===== src/rtl/univ_reg_n.sv =====
// rtl/univ_reg_n.sv - parametrised multi-mode register (hold/load/shift/rotate/inc/dec)
//
// Purpose:
//   N-bit general-purpose storage, shift and count element. All state
//   changes on the rising edge of CLK. Priority at each edge is
//   CLR > (EN==0 hold) > MODE.
//
// Ports:
//   CLK   in   1      rising-edge clock
//   CLR   in   1      synchronous active-high clear (Q<=RST_VAL, SO<=0, CO<=0)
//   EN    in   1      operation enable, 0 holds all state
//   MODE  in   3      000 hold, 001 load, 010 shl, 011 shr,
//                     100 rotl, 101 rotr, 110 inc, 111 dec
//   D     in   WIDTH  parallel load data
//   SIL   in   1      serial input entering the LSB on shl
//   SIR   in   1      serial input entering the MSB on shr
//   Q     out  WIDTH  registered contents
//   QN    out  WIDTH  ~Q, combinational
//   SO    out  1      bit shifted/rotated out by the last shift or rotate
//   CO    out  1      carry/borrow of the last inc or dec
module univ_reg_n #(
  parameter int unsigned      WIDTH   = 8,
  parameter logic [WIDTH-1:0] RST_VAL = '0
) (
  input  logic             CLK,
  input  logic             CLR,
  input  logic             EN,
  input  logic [2:0]       MODE,
  input  logic [WIDTH-1:0] D,
  input  logic             SIL,
  input  logic             SIR,
  output logic [WIDTH-1:0] Q,
  output logic [WIDTH-1:0] QN,
  output logic             SO,
  output logic             CO
);

  localparam logic [2:0] MODE_HOLD = 3'b000;
  localparam logic [2:0] MODE_LOAD = 3'b001;
  localparam logic [2:0] MODE_SHL  = 3'b010;
  localparam logic [2:0] MODE_SHR  = 3'b011;
  localparam logic [2:0] MODE_ROTL = 3'b100;
  localparam logic [2:0] MODE_ROTR = 3'b101;
  localparam logic [2:0] MODE_INC  = 3'b110;
  localparam logic [2:0] MODE_DEC  = 3'b111;

  logic [WIDTH-1:0] r_q;
  logic             r_so;
  logic             r_co;

  logic [WIDTH-1:0] w_shl;
  logic [WIDTH-1:0] w_shr;
  logic [WIDTH-1:0] w_rotl;
  logic [WIDTH-1:0] w_rotr;
  logic [WIDTH-1:0] w_inc;
  logic [WIDTH-1:0] w_dec;
  logic             w_carry;
  logic             w_borrow;

  // A one-bit register has no Q[W-2:0] slice; shifting degenerates to
  // loading the serial input and rotating to a no-op.
  generate
    if (WIDTH == 1) begin : g_w1
      assign w_shl  = SIL;
      assign w_shr  = SIR;
      assign w_rotl = r_q;
      assign w_rotr = r_q;
    end else begin : g_wn
      assign w_shl  = {r_q[WIDTH-2:0], SIL};
      assign w_shr  = {SIR, r_q[WIDTH-1:1]};
      assign w_rotl = {r_q[WIDTH-2:0], r_q[WIDTH-1]};
      assign w_rotr = {r_q[0], r_q[WIDTH-1:1]};
    end
  endgenerate

  assign w_inc    = r_q + WIDTH'(1);
  assign w_dec    = r_q - WIDTH'(1);
  assign w_carry  = &r_q;   // all-ones wraps to zero on inc
  assign w_borrow = ~|r_q;  // zero wraps to all-ones on dec

  // The hold path is decided by EN alone so unknown MODE/D while
  // disabled never reaches the state.
  always_ff @(posedge CLK) begin
    if (CLR) begin
      r_q  <= RST_VAL;
      r_so <= 1'b0;
      r_co <= 1'b0;
    end else if (EN) begin
      case (MODE)
        MODE_HOLD: begin
          r_q  <= r_q;
          r_so <= r_so;
          r_co <= r_co;
        end
        MODE_LOAD: begin
          r_q  <= D;
          r_so <= 1'b0;
          r_co <= 1'b0;
        end
        MODE_SHL: begin
          r_q  <= w_shl;
          r_so <= r_q[WIDTH-1];
          r_co <= 1'b0;
        end
        MODE_SHR: begin
          r_q  <= w_shr;
          r_so <= r_q[0];
          r_co <= 1'b0;
        end
        MODE_ROTL: begin
          r_q  <= w_rotl;
          r_so <= r_q[WIDTH-1];
          r_co <= 1'b0;
        end
        MODE_ROTR: begin
          r_q  <= w_rotr;
          r_so <= r_q[0];
          r_co <= 1'b0;
        end
        MODE_INC: begin
          r_q  <= w_inc;
          r_so <= 1'b0;
          r_co <= w_carry;
        end
        MODE_DEC: begin
          r_q  <= w_dec;
          r_so <= 1'b0;
          r_co <= w_borrow;
        end
        default: begin
          r_q  <= r_q;
          r_so <= r_so;
          r_co <= r_co;
        end
      endcase
    end
  end

  assign Q  = r_q;
  assign QN = ~r_q;
  assign SO = r_so;
  assign CO = r_co;

endmodule

===== config.mk =====
export PLATFORM = sky130hd
export DESIGN_NAME = univ_reg_n
export DESIGN_NICKNAME = d
export VERILOG_FILES = /design/src/rtl/univ_reg_n.sv
export SDC_FILE = /design/constraint.sdc
export NUM_CORES = 1
export LEC_CHECK = 0
export CAP_MARGIN = 10
export CORE_UTILIZATION = 35
export CTS_BUF_LIST = sky130_fd_sc_hd__clkbuf_16
export CTS_CLUSTER_DIAMETER = 120
export DETAILED_ROUTE_END_ITERATION = 8
export GPL_TIMING_DRIVEN = 0
export PLACE_DENSITY = 0.73
export SLEW_MARGIN = 0
export SYNTH_ARGS = -nofsm -noshare
export SYNTH_HDL_FRONTEND = slang
export SYNTH_SLANG_ARGS = --single-unit

===== constraint.sdc =====
create_clock -name CLK -period 4.3 [get_ports CLK]
set_input_delay 0.43 -clock CLK [delete_from_list [all_inputs] [get_ports CLK]]
set_output_delay 0.43 -clock CLK [all_outputs]
set_load 0.02 [all_outputs]

==> results.toml, run 1 <==
[yosys]
synth_nets = 145
synthCells = 128
synth_top_family_by_area = "compound AO/OA/AOI/OAI gates"
synthMuxAreaShare = 0.0365
synth_area_leaders = "dfxtp_1, a21oi_1, o21ai_0"
yosysTopAreaCell = "dfxtp_1"
ys_warn_count = 0
syn_area_um2 = 891
synthSimpleGateAreaFrac = 0.285
async_flop_share = 0
synth_fa_ha_area_frac = 0.0253
synth-edff-count = 0
avgSynthCellArea_um2 = 6.96
synth-xor-area-share = 0.0197
ys_seq_area_frac = 0.225
ys_ff_latch = 10
synth_compound_area_frac = 0.324
synth_top_cell_area_share = 0.225
yosysUniqueCellTypes = 44
synth_flop_cell = "dfxtp_1"

[floorplan]
rows = 17
die_h_um = 52.5
dieArea_mm2 = 0.00275
dieWidth_um = 52.5
start_util = 0.388
core_area_mm2 = 0.00230
pin_count = 34

[sta]
relSlewSlack = 0.683
slew_viol_final = 0
setup_violations = 0
fin_crit_sh = 0.598
max_freq_mhz = 389
worstMarginPinSlew_ns = 0.471
rsz0062_at_grt = "false"
fin_ws_ns = 1.73
min_period_ns = 2.57
fin_worst_skew_ns = 0.00192
hold_violations = 0
tns_ns = 0

[clock_network]
clkTransAtPathRegs_ns = 0.04
tritoncts = "yes"
clk-insertion-delay-late_ns = 0.24
post-cts-setup-buffers = 0
numCtsBuffers = 3
cts.sinks = 10
clockBufferDepth = 2
cts_hold_buf = 0
post_cts_resized = 0
root_buffer = "clkbuf_16"
htreeDepth = 1

[placement]
io_buffers = 32
dpl_worst_slack_ns = 1.52
place_congestion = 0.851
placed_cell_area_mm2 = 0.00125
hpwlAfterDp_um = 1940
place_inst = 188

[critical_path]
endpoint_kind = "register"
start_kind = "input port"
cp_max_fo = 8
cp.required_ns = 4.41
arrival_ns = 2.68
critPathMaxStageDelay_ns = 0.50
critPathTopFamily = "buffers and inverters"
crit_buf_inv = 2
crit_chain = "clkdlybuf4s50_1 -> and2_1 -> clkbuf_1 -> nand2_1 -> xnor2_1 -> ha_1 -> nand2b_1 -> o21ai_0 -> a222oi_1 -> a2bb2oi_1 -> nor2_1"
critical_path_class = "in2reg"
crit_slowest_cell = "clkdlybuf4s50_1"

[route]
drc = 0
dr_total_vias = 1102
drt-total-wl_um = 2710
dr.pass1.iters = 4
avgViaCountPerCell = 5.74
route.antenna.remaining_nets = 0
wl_per_cell_um = 14.1
drtIter0Drc = 44

[min_path]
hp-class = "reg2reg"

[layout]
layout.nets = 182
multi_input_area_um2 = 616
final_common_cell = "clkdlybuf4s50_1"
fillers = 233
drive_above_1_share = 0.0610
fin_util = 0.577
stdcell_area_mm2 = 0.00133
antenna_cells = 0
instances_no_fill = 192
mostFrequentLayoutCells = "clkdlybuf4s50_1, nor2_1"
synthToLayoutAreaGrowth_pct = 48.7
seqCellArea_um2 = 200

[global_route]
overflow = 0
antenna_found_initial = 0
grt_pass1_vias = 979
track_usage = 0.212
grt_pass1_wl_um = 4290
grt_max_degree = 11

[outcome]
status = "complete, no violations"

[power_and_ir_drop]
leakage_nw = 0.457
peakVddDrop_v = 0.000194
p_per_area_mw_per_mm2 = 308

[job]
maxCapViolCount = 0
==> cell usage after synthesis (2+ instances only) <==
master / number
nor2_1: 12
a21oi_1: 10
dfxtp_1: 10
nand2_1: 10
o21ai_0: 10
inv_1: 9
clkbuf_1: 7
nand2b_1: 6
a31oi_1: 5
nand3_1: 4
buf_2: 3
o211ai_1: 3
or3_1: 3
mux2_2: 2
nor3_1: 2
nor4_1: 2
o21a_1: 2
or4_1: 2
==> worst reg2reg max path: stages (launching register included) <==
cell,delay [ns]
dfxtp_1,0.36
or4b_4,0.59
nor4_2,0.17
a21oi_1,0.10
or4_1,0.40
a31oi_1,0.15
==> power by group <==
| part | switching [mW] | leakage [nW] | internal, mW |
|---|---|---|---|
| Sequential | 0.00988 | 0.0821 | 0.0997 |
| Clock | 0.0482 | 0.0385 | 0.122 |
| Combinational | 0.0666 | 0.337 | 0.0620 |
| Total | 0.125 | 0.457 | 0.284 |
==> path summary, 6_finish.rpt <==
| path | endpoint | start | cells after the start | slack, ns |
|---|---|---|---|---|
| max | Q[2] | MODE[1] | 11 | 1.73 |
| min | CO | CO | 2 | 0.45 |
| max reg2reg | Q[5] | Q[3] | 5 | 2.46 |
| min reg2reg | CO | CO | 2 | 0.45 |
==> layout make-up <==
| class | instances | share of cell area |
|---|---|---|
| Sequential cell | 10 | 0.151 |
| Multi-Input combinational cell | 99 | 0.465 |
| Tap cell | 28 | 0.0264 |
| Clock buffer | 3 | 0.0567 |
| Timing Repair Buffer | 32 | 0.242 |
| Buffer | 10 | 0.0312 |
| Inverter | 9 | 0.0255 |
| Clock inverter | 1 | 0.00283 |
==> state kept, by name (all words and copies together), names as in the netlist <==
name	count
Q	8
CO	1
SO	1
==> through the flow <==
stage,power (mW),hold WS [ns]
floorplan,0.185,0.526
global placement,0.236,0.442
detailed placement,0.238,0.449
CTS,0.409,0.455
global route,0.425,0.475
finish,0.409,0.452
==> metal layers <==
layer,vias to the layer above,GRT usage,share of wire
met4,0,0.0965,0.012
met3,5,0.0261,0.062
met1,502,0.276,0.46
met2,50,0.346,0.46
li1,545,-,-
met5,-,0,0
==> logic make-up (layout without fill, tap and decap cells) <==
group,Yosys count,count (layout)
and+or+nand+nor,48,48
adders and majority gates,2,2
muxes,3,3
AOI/OAI and AO/OA,44,44
xor gates and xnor gates,2,2
buffers and inverters,19,55
DFF,10,10
Note: power is estimated with default switching activity, not from simulation.
==> run 2: changes to the inputs <==
==> constraint.sdc (replaced) <==
create_clock -name CLK -period 2.6 [get_ports CLK]
set_input_delay 0.26 -clock CLK [delete_from_list [all_inputs] [get_ports CLK]]
set_output_delay 0.26 -clock CLK [all_outputs]
set_load 0.02 [all_outputs]
==> results of run 2 <==
The final DEF is identical to that of run 1. Status: complete, no violations.
Main changes from that run: setup slack after placement 1.52 ns -> -0.0118 ns; setup slack after layout 1.73 ns -> 0.199 ns; register-to-register setup slack 2.46 ns -> 0.76 ns; total power 0.409 mW -> 0.676 mW; worst IR drop on VDD 0.000194 V -> 0.000320 V
